===== src/rtl/neighbor_counter_pkg.sv =====
`default_nettype none
// +----------------------------------------------------------------------------+
// | neighbor_counter_pkg : mine encoding, FSM states, neighbour offset table    |
// | Revision 1.0                                                                |
// +----------------------------------------------------------------------------+
package neighbor_counter_pkg;

  localparam logic [4:0] MINE_VAL   = 5'h1F;
  localparam logic [3:0] c_IDX_LAST = 4'd8;

  localparam logic signed [1:0] c_M1 = 2'sb11;
  localparam logic signed [1:0] c_Z0 = 2'sb00;
  localparam logic signed [1:0] c_P1 = 2'sb01;

  typedef enum logic [2:0] {
    ST_IDLE   = 3'd0,
    ST_SCAN   = 3'd1,
    ST_DRAIN  = 3'd2,
    ST_WRITE  = 3'd3,
    ST_FINISH = 3'd4
  } state_t;

  typedef struct packed {
    logic signed [1:0] dx;
    logic signed [1:0] dy;
  } nbr_ofs_t;

  // idx 0 is the centre; 1..8 walk the ring starting top-left, row by row.
  function automatic nbr_ofs_t nbr_offset(input logic [3:0] idx);
    nbr_ofs_t o;
    case (idx)
      4'd1:    o = '{dx: c_M1, dy: c_M1};
      4'd2:    o = '{dx: c_Z0, dy: c_M1};
      4'd3:    o = '{dx: c_P1, dy: c_M1};
      4'd4:    o = '{dx: c_M1, dy: c_Z0};
      4'd5:    o = '{dx: c_P1, dy: c_Z0};
      4'd6:    o = '{dx: c_M1, dy: c_P1};
      4'd7:    o = '{dx: c_Z0, dy: c_P1};
      4'd8:    o = '{dx: c_P1, dy: c_P1};
      default: o = '{dx: c_Z0, dy: c_Z0};
    endcase
    return o;
  endfunction

endpackage
`default_nettype wire


===== src/rtl/neighbor_counter_nbr_addr_gen.sv =====
`default_nettype none
// +----------------------------------------------------------------------------+
// | nbr_addr_gen : combinational (cx,cy,idx) -> bounded board read address     |
// | Revision 1.0                                                                |
// +----------------------------------------------------------------------------+
module nbr_addr_gen #(
  parameter int x_size       = 16,
  parameter int y_size       = 16,
  parameter int x_coord_bits = 4,
  parameter int y_coord_bits = 4
) (
  input  logic [x_coord_bits-1:0] cx,
  input  logic [y_coord_bits-1:0] cy,
  input  logic [3:0]              idx,
  output logic [x_coord_bits-1:0] rd_x,
  output logic [y_coord_bits-1:0] rd_y,
  output logic                    valid,
  output logic                    is_centre
);
  import neighbor_counter_pkg::*;

  localparam int XW = x_coord_bits + 2;
  localparam int YW = y_coord_bits + 2;
  localparam logic signed [XW-1:0] c_X_LIM = XW'(x_size);
  localparam logic signed [YW-1:0] c_Y_LIM = YW'(y_size);

  nbr_ofs_t             w_ofs;
  logic signed [XW-1:0] w_nx;
  logic signed [YW-1:0] w_ny;
  logic                 w_x_ok;
  logic                 w_y_ok;

  // Out-of-range slots fall back to the centre address so the read stays legal.
  always_comb begin
    w_ofs     = nbr_offset(idx);
    w_nx      = $signed({2'b00, cx}) + $signed({{x_coord_bits{w_ofs.dx[1]}}, w_ofs.dx});
    w_ny      = $signed({2'b00, cy}) + $signed({{y_coord_bits{w_ofs.dy[1]}}, w_ofs.dy});
    w_x_ok    = !w_nx[XW-1] && (w_nx < c_X_LIM);
    w_y_ok    = !w_ny[YW-1] && (w_ny < c_Y_LIM);
    valid     = w_x_ok && w_y_ok;
    is_centre = (idx == 4'd0);
    rd_x      = valid ? w_nx[x_coord_bits-1:0] : cx;
    rd_y      = valid ? w_ny[y_coord_bits-1:0] : cy;
  end

endmodule
`default_nettype wire


===== src/rtl/neighbor_counter.sv =====
`default_nettype none
// +----------------------------------------------------------------------------+
// | neighbor_counter : sweeps the board and writes mine marker or 0..8 counts   |
// | Revision 1.0                                                                |
// +----------------------------------------------------------------------------+
module neighbor_counter #(
  parameter int         x_size       = 16,
  parameter int         y_size       = 16,
  parameter int         x_coord_bits = 4,
  parameter int         y_coord_bits = 4,
  parameter logic [4:0] MINE_VAL     = neighbor_counter_pkg::MINE_VAL
) (
  input  logic                    clk,
  input  logic                    reset,
  input  logic                    start,
  output logic [x_coord_bits-1:0] rd_x,
  output logic [y_coord_bits-1:0] rd_y,
  input  logic [4:0]              cell_val,
  output logic                    wr_en,
  output logic [x_coord_bits-1:0] wr_x,
  output logic [y_coord_bits-1:0] wr_y,
  output logic [4:0]              wr_val,
  output logic                    busy,
  output logic                    done
);
  import neighbor_counter_pkg::*;

  localparam logic [x_coord_bits-1:0] c_X_LAST = x_coord_bits'(x_size - 1);
  localparam logic [y_coord_bits-1:0] c_Y_LAST = y_coord_bits'(y_size - 1);

  state_t                  r_state, w_state_nxt;
  logic [x_coord_bits-1:0] r_cx, w_cx_nxt;
  logic [y_coord_bits-1:0] r_cy, w_cy_nxt;
  logic [3:0]              r_idx, w_idx_nxt;
  logic [3:0]              r_count, w_count_nxt;
  logic                    r_is_mine, w_is_mine_nxt;

  logic                    r_cur_vld, r_cur_ctr;
  logic                    r_ret_scan, r_ret_vld, r_ret_ctr;

  logic [x_coord_bits-1:0] w_rd_x;
  logic [y_coord_bits-1:0] w_rd_y;
  logic                    w_vld, w_ctr;
  logic                    w_last_cell;

  // Fed with next-cycle coordinates so the registered address lines up with the SCAN slot.
  nbr_addr_gen #(
    .x_size      (x_size),
    .y_size      (y_size),
    .x_coord_bits(x_coord_bits),
    .y_coord_bits(y_coord_bits)
  ) u_addr_gen (
    .cx       (w_cx_nxt),
    .cy       (w_cy_nxt),
    .idx      (w_idx_nxt),
    .rd_x     (w_rd_x),
    .rd_y     (w_rd_y),
    .valid    (w_vld),
    .is_centre(w_ctr)
  );

  assign w_last_cell = (r_cx == c_X_LAST) && (r_cy == c_Y_LAST);

  always_comb begin
    w_state_nxt   = r_state;
    w_cx_nxt      = r_cx;
    w_cy_nxt      = r_cy;
    w_idx_nxt     = r_idx;
    w_count_nxt   = r_count;
    w_is_mine_nxt = r_is_mine;

    if (r_ret_scan) begin
      if (r_ret_ctr) begin
        w_is_mine_nxt = (cell_val == MINE_VAL);
      end else if (r_ret_vld && (cell_val == MINE_VAL)) begin
        w_count_nxt = r_count + 4'd1;
      end
    end

    case (r_state)
      ST_IDLE: begin
        if (start) begin
          w_state_nxt = ST_SCAN;
          w_cx_nxt    = '0;
          w_cy_nxt    = '0;
          w_idx_nxt   = '0;
          w_count_nxt = '0;
        end
      end
      ST_SCAN: begin
        if (r_idx == c_IDX_LAST) begin
          w_state_nxt = ST_DRAIN;
        end else begin
          w_idx_nxt = r_idx + 4'd1;
        end
      end
      ST_DRAIN: w_state_nxt = ST_WRITE;
      ST_WRITE: begin
        w_idx_nxt   = '0;
        w_count_nxt = '0;
        if (w_last_cell) begin
          w_state_nxt = ST_FINISH;
          w_cx_nxt    = '0;
          w_cy_nxt    = '0;
        end else begin
          w_state_nxt = ST_SCAN;
          if (r_cx == c_X_LAST) begin
            w_cx_nxt = '0;
            w_cy_nxt = r_cy + 1'b1;
          end else begin
            w_cx_nxt = r_cx + 1'b1;
          end
        end
      end
      ST_FINISH: w_state_nxt = ST_IDLE;
      default:   w_state_nxt = ST_IDLE;
    endcase
  end

  always_ff @(posedge clk or posedge reset) begin
    if (reset) begin
      r_state    <= ST_IDLE;
      r_cx       <= '0;
      r_cy       <= '0;
      r_idx      <= '0;
      r_count    <= '0;
      r_is_mine  <= 1'b0;
      r_cur_vld  <= 1'b0;
      r_cur_ctr  <= 1'b0;
      r_ret_scan <= 1'b0;
      r_ret_vld  <= 1'b0;
      r_ret_ctr  <= 1'b0;
      rd_x       <= '0;
      rd_y       <= '0;
      wr_en      <= 1'b0;
      wr_x       <= '0;
      wr_y       <= '0;
      wr_val     <= '0;
      busy       <= 1'b0;
      done       <= 1'b0;
    end else begin
      r_state    <= w_state_nxt;
      r_cx       <= w_cx_nxt;
      r_cy       <= w_cy_nxt;
      r_idx      <= w_idx_nxt;
      r_count    <= w_count_nxt;
      r_is_mine  <= w_is_mine_nxt;
      r_cur_vld  <= w_vld;
      r_cur_ctr  <= w_ctr;
      r_ret_scan <= (r_state == ST_SCAN);
      r_ret_vld  <= r_cur_vld;
      r_ret_ctr  <= r_cur_ctr;
      rd_x       <= w_rd_x;
      rd_y       <= w_rd_y;
      wr_en      <= (w_state_nxt == ST_WRITE);
      // The last neighbour return lands in DRAIN, so the write uses the next-count.
      if (w_state_nxt == ST_WRITE) begin
        wr_x   <= r_cx;
        wr_y   <= r_cy;
        wr_val <= w_is_mine_nxt ? MINE_VAL : {1'b0, w_count_nxt};
      end
      busy <= (w_state_nxt == ST_SCAN) || (w_state_nxt == ST_DRAIN) ||
              (w_state_nxt == ST_WRITE);
      done <= (w_state_nxt == ST_FINISH);
    end
  end

endmodule
`default_nettype wire


===== config.mk =====
export PLATFORM = sky130hd
export DESIGN_NAME = neighbor_counter
export DESIGN_NICKNAME = d
export VERILOG_FILES = /design/src/rtl/neighbor_counter_pkg.sv /design/src/rtl/neighbor_counter_nbr_addr_gen.sv /design/src/rtl/neighbor_counter.sv
export SDC_FILE = /design/constraint.sdc
export NUM_CORES = 1
export LEC_CHECK = 0
export ABC_AREA = 1
export CAP_MARGIN = 20
export CORE_UTILIZATION = 25
export DETAILED_ROUTE_END_ITERATION = 10
export PLACE_DENSITY = 0.49
export SETUP_SLACK_MARGIN = 0.1
export SLEW_MARGIN = 40
export SYNTH_ARGS = -nofsm -noshare
export SYNTH_HDL_FRONTEND = slang
export SYNTH_SLANG_ARGS = --single-unit

===== constraint.sdc =====
create_clock -name clk -period 9.7 [get_ports clk]
set_input_delay 2.425 -clock clk [delete_from_list [all_inputs] [get_ports clk]]
set_output_delay 2.425 -clock clk [all_outputs]
set_load 0.1 [all_outputs]

==> impl_metrics.csv, run 1 <==
group,metric,value,unit
routing,firstDrtPassIters,4,
clocking,cts_root_buffer,"clkbuf_8",
placed_design,place.port_buffers,31,
worst_setup_path,cp_max_fo,9,
yosys,synthesis.area,2730,µm²
sta,rsz0062_at_grt,"false",
sta,setup_tns,0,ns
worst_setup_path,cp-start-kind,"primary input",
worst_setup_path,cp-end-kind,"flip-flop",
floorplan,start_util,0.261,
sta,hold_viol,0,
layout,seqCellArea,1230,µm²
pwr,ir_worst_vdd,0.154,mV
clocking,cts_setup_buffers,0,
sta,period_needed,5.27,ns
routing,dr_wl_met2,2.69,mm
layout,final.fill_count,1123,
grt,grt_pass1_vias,2167,
grt,grt_overflow,0,
sta,worstMarginPinSlew,0.658,ns
yosys,ys_async_sr_fraction,1.00,
routing,num_vias,2141,
grt,antenna_found_initial,0,
routing,drtIter0Drc,110,
worst_setup_path,critPathKind,"in -> reg",
clocking,tritoncts,"done",
sta,fin_ws,4.43,ns
layout,syn2layout_area_growth,17.4,%
yosys,syn_nets,341,
yosys,synthCells,318,
clocking,hold_buffers,0,
routing,wl_per_cell,11.9,µm
routing,drc,0,
clocking,htreeDepth,2,
sta,fmax,0.190,GHz
worst_setup_path,cp.required,9.90,ns
worst_setup_path,cpLargestDelayFamily,"simple AND/OR/NAND/NOR gates",
floorplan,die_y,107,µm
floorplan,die_area,11300,µm²
grt,grt_max_degree,50,
status,status,"finished, final reports clean",
worst_setup_path,cp.arrival,5.47,ns
pwr,p_leak,1.65,nW
clocking,clock_path_buffers,2,
pwr,p_per_area,355,nW/µm²
sta,fin_worst_skew,0.00985,ns
routing,highest_layer,"met4",
routing,postRouteAntennaNets,0,
floorplan,num_io_pins,32,
routing,totalWireLength,5.84,mm
placed_design,dp_hpwl,4.50,mm
floorplan,core,10500,µm²
yosys,ys_seq_area_frac,0.449,
routing,met1_length,2.80,mm
sta,drv_slew,0,
layout,n_antenna_cell,0,
routing,viasPerCell,4.36,
layout,nNetsFinal,377,
hold_path,hp-class,"reg -> reg",
clocking,clk_pin_slew,0.09,ns
floorplan,fp.dieW,107,µm
grt,track_usage,0.113,
clocking,clkSinkCount,49,
yosys,ys_ff_latch,49,
worst_setup_path,crit_chain,"clkdlybuf4s50_1 > inv_1 > nand3_4 > nand2_1 > inv_1 > nand2_1 > nand2_2 > a21oi_1 > nand2_1 > o211ai_1 > ha_1 > inv_1 > fa_1 > o21ai_0 > o21ai_0 > o21ai_1 > nand2_2 > clkinv_4 > nand2_4 > nand2_1 > nand2_1",
sta,min_period_over_period,0.543,
worst_setup_path,cp_slowest_cell,"fa_1",
grt,grt_pass1_wl,10.2,mm
sta,relSlewSlack,0.557,
placed_design,dp_slack,4.07,ns
layout,multiInputGateArea,1290,µm²
worst_setup_path,path_buf_inv,5,
worst_setup_path,crit_path_frequent_cell,"nand2_1",
yosys,syn_avg_cell_area,8.59,µm²
routing,route.met3.wl,183,µm
run,max_cap_violations,0,
sta,setup_viol,0,
layout,final_layout_size_suffix_gt1_frac,0.200,
worst_setup_path,rrSetupSlack,6.22,ns
clocking,cts_resized,0,
yosys,ys_warn_count,0,
floorplan,num_rows,37,
placed_design,gp_congestion,0.780,
yosys,synthFlopType,"dfrtp_1",
yosys,synth_edf_count,0,
layout,layout_commonest_cell,"nand2_1",
clocking,cts_buffers,5,
layout,final_cell_mix,"69 x nand2_1, 49 x dfrtp_1, 43 x inv_1, 24 x buf_2",
yosys,yosysUniqueCellTypes,35,
clocking,clk_latency,0.30,ns
worst_setup_path,cpPeakStageDelay,0.45,ns
layout make-up:
| class | count | area share |
|---|---|---|
| well taps | 136 | 0.0531 |
| repair buffers | 31 | 0.0593 |
| clock inverters | 2 | 0.0117 |
| clock buffers | 6 | 0.0258 |
| inverters | 52 | 0.0640 |
| multi-input cells | 215 | 0.404 |
| flip-flops and latches | 49 | 0.383 |
routing by layer:
layer | track usage | vias to the layer above
li1 | - | 1095
met1 | 0.140 | 987
met2 | 0.193 | 44
met3 | 0.0202 | 15
met4 | 0.0450 | 0
met5 | 0 | -
logic make-up after synthesis:
group,Yosys count,share of synthesized area
AOI/OAI and AO/OA,39,0.0857
and+or+nand+nor,154,0.291
adders and majority gates,15,0.0742
DFF,49,0.449
xor gates and xnor gates,6,0.0192
muxes,1,0.00412
buffers and inverters,54,0.0770
registers in the layout, summed over array words and instances (netlist names):
| register | cells |
|---|---|
| r_is_mine | 1 |
| wr_val | 5 |
| r_count | 4 |
| r_state | 3 |
| r_cur_ctr | 1 |
| r_cur_vld | 1 |
| rd_y | 4 |
| wr_x | 4 |
| r_ret_ctr | 1 |
| r_idx | 4 |
| wr_y | 4 |
| r_cy | 4 |
| rd_x | 4 |
| r_ret_vld | 1 |
| wr_en | 1 |
| r_cx | 4 |
| r_ret_scan | 1 |
| done | 1 |
| busy | 1 |
where the power goes:
group | internal [mW] | leakage [nW] | total [mW] | switching (mW)
Combinational | 0.182 | 0.941 | 0.695 | 0.513
Sequential | 0.256 | 0.647 | 0.289 | 0.0332
Clock | 0.0839 | 0.0574 | 0.153 | 0.0688
worst paths after layout:
check	startpoint	end	cells after the start
setup / recovery	start	rd_x[3]	21
hold / removal	r_cur_vld	r_ret_vld	0
setup reg to reg	r_idx[0]	rd_x[3]	20
hold reg to reg	r_cur_vld	r_ret_vld	0
max in group asynchronous	reset	r_ret_scan	2
min in group asynchronous	reset	wr_x[2]	2
Yosys cell counts (all sizes together), types with 2 or more instances:
master,instances,share of area
nor3,3,0.0055
clkbuf,2,0.0028
nor2,24,0.043
nand2,85,0.14
a21oi,8,0.019
nor4,4,0.0092
dfrtp,49,0.45
fa,2,0.015
o211ai,2,0.0055
and3,2,0.0046
xor2,2,0.0064
inv,51,0.071
a2bb2oi,2,0.0064
o21ai,25,0.050
xnor2,4,0.013
nand3b,2,0.0055
nand3,28,0.066
nand4,6,0.016
ha,13,0.060
through the flow:
step	area, µm²	hold slack (ns)	power [mW]	utilization	cells
2_1_floorplan	2730	0.331	0.859	-	318
3_3_place_gp	3200	0.333	1.02	0.306	483
3_5_place_dp	3090	0.337	0.995	0.295	483
4_1_cts	3210	0.356	1.15	0.306	491
5_1_grt	3210	0.360	1.23	0.306	491
6_report	3210	0.354	1.14	0.306	491
No activity file was read; power rests on OpenSTA's default activity.
==> run 2: changes to the inputs <==
clock period = 5.2 ns   (was 9.7 ns; I/O delays follow)
==> run 2 against run 1 <==
  * First-iteration DRC count increased by 15%
  * Clock-buffer cell count decreased by 1
  * Combinational power increased by 87%
  * Worst setup slack got worse by 3.3 ns
  * Utilization increased by 0.13 points
  * Sequential cell count unchanged
  * Clock power increased by 71%
  * Register-to-register slack got worse by 4.4 ns
  * Routed wire length increased by 0.12%
  * Die area unchanged
  * Sequential power increased by 85%
  * Non-clock buffer count increased by 4
==> impl_metrics.csv, run 2 (same netlist as run 1, synthesis figures left out) <==
group,metric,value,unit
status,status,"finished, final reports clean",
clocking,cts_setup_buffers,0,
routing,viasPerCell,4.28,
worst_setup_path,cp-start-kind,"primary input",
clocking,clk_pin_slew,0.08,ns
grt,grt_pass1_wl,10.0,mm
worst_setup_path,cp_max_fo,9,
sta,worstMarginPinSlew,0.631,ns
grt,grt_overflow,0,
floorplan,die_y,107,µm
sta,relSlewSlack,0.575,
sta,setup_viol,0,
sta,whs,0.364,ns
routing,drc,0,
routing,postRouteAntennaNets,0,
layout,largest_register,"wr_val",
routing,drtIter0Drc,126,
layout,fin_cells,494,
grt,grt_max_degree,50,
clocking,clkSinkCount,49,
sta,drv_slew,0,
placed_design,placed_cells,487,
pwr,p_per_area,651,nW/µm²
worst_setup_path,rrSetupSlack,1.79,ns
floorplan,fp.dieW,107,µm
clocking,hold_buffers,0,
grt,grt_pass1_vias,2052,
placed_design,dp_slack,0.769,ns
sta,fin_worst_skew,0.0115,ns
sta,fmax,0.246,GHz
worst_setup_path,r2r-start,"r_idx[0]",
pwr,clkPwrFrac,0.125,
layout,nNetsFinal,381,
hold_path,min_path_cells,0,
layout,n_antenna_cell,0,
pwr,seq_power_share,0.256,
run,max_cap_violations,0,
clocking,cts_resized,0,
clocking,htreeDepth,2,
floorplan,num_rows,37,
floorplan,core,10500,µm²
routing,wl_per_cell,11.8,µm
hold_path,min_to,"r_ret_vld",
routing,num_vias,2115,
worst_setup_path,r2r-end,"rd_x[2]",
clocking,cts_buffers,5,
clocking,tritoncts,"done",
worst_setup_path,cp.arrival,4.26,ns
sta,fin_ws,1.13,ns
routing,firstDrtPassIters,5,
sta,rsz0062_at_grt,"false",
placed_design,place.port_buffers,31,
placed_design,dp_hpwl,4.50,mm
floorplan,die_area,11300,µm²
floorplan,start_util,0.261,
floorplan,num_io_pins,32,
worst_setup_path,ff2ff_path_depth,20,
layout,layout_commonest_cell,"nand2_1",
grt,antenna_found_initial,0,
worst_setup_path,cp.required,5.39,ns
sta,setup_tns,0,ns
pwr,p_sw,1.14,mW
routing,totalWireLength,5.85,mm
layout,largest_reg_flops,5,
layout,final_layout_size_suffix_gt1_frac,0.207,
layout,postLayoutCoreUtil,0.308,
sta,period_needed,4.07,ns
pwr,ir_worst_vdd,0.214,mV
clocking,clock_path_buffers,2,
clocking,clk_latency,0.30,ns
worst_setup_path,cp-end-kind,"flip-flop",
hold_path,hp-class,"reg -> reg",
layout,syn2layout_area_growth,17.9,%
clocking,cts_root_buffer,"clkbuf_8",
worst_setup_path,critPathKind,"in -> reg",
grt,track_usage,0.112,
pwr,p_sw_frac,0.542,
pwr,power_frac_comb,0.619,
sta,hold_viol,0,
sta,min_period_over_period,0.782,
pwr,p_int,0.959,mW
placed_design,gp_congestion,0.777,
pwr,p_leak,1.66,nW
hold_path,min_from,"r_cur_vld",
layout,final_cell_mix,"69 x nand2_1, 49 x dfrtp_1, 43 x inv_1, 24 x buf_2",
## run 2: worst max path at each step
stage              end  slack, ns  start  depth (start not counted)
2_1_floorplan  rd_x[1]       1.50  start                         20
3_3_place_gp   rd_x[1]       0.86  start                         21
3_5_place_dp   rd_x[3]       0.77  start                         21
4_1_cts        rd_x[3]       1.09  start                         21
5_1_grt        rd_x[2]       0.70  start                         21
6_report       rd_x[2]       1.13  start                         21
## run 2: worst max-delay path, cell delays in order
cell             delay [ns]
clkdlybuf4s50_1        0.42
inv_1                  0.16
nand3_4                0.10
nand2_1                0.10
inv_1                  0.04
nand2_1                0.07
nand2_2                0.08
a21oi_1                0.13
nand2_1                0.14
o211ai_1               0.12
ha_1                   0.20
inv_1                  0.06
fa_1                   0.45
o21ai_0                0.22
o21ai_0                0.11
o21ai_1                0.17
nand2_2                0.09
clkinv_4               0.08
nand2_4                0.08
nand2_1                0.07
nand2_1                0.06
## run 2: power groups by stage
stage | clock network (mW) | logic, mW | registers [mW]
5_1_grt | 0.285 | 1.45 | 0.550
3_3_place_gp | 0 | 1.35 | 0.547
3_5_place_dp | 0 | 1.31 | 0.545
6_report | 0.261 | 1.30 | 0.536
4_1_cts | 0.271 | 1.32 | 0.538
2_1_floorplan | 0 | 0.723 | 0.879
## run 2: final cells by class
class,instances,area (µm²)
Multi-Input combinational cell,215,1290
Clock buffer,5,68.8
Inverter,52,205
Sequential cell,49,1230
Tap cell,136,170
Fill cell,1123,7240
Timing Repair Buffer,35,220
Clock inverter,2,35.0
## run 2: layer usage
metal  up-vias  track usage  part of all wire
li1       1098            -                 -
met1       981        0.142              0.47
met2        29        0.193              0.48
met3         7       0.0190             0.033
met4         0       0.0352             0.013
met5         -            0                 0
## run 2: through the flow
stage,cell area (µm²),power [mW]
floorplan,2730,1.60
global placement,3230,1.90
detailed placement,3120,1.85
CTS,3220,2.13
global route,3220,2.28
finish,3220,2.09
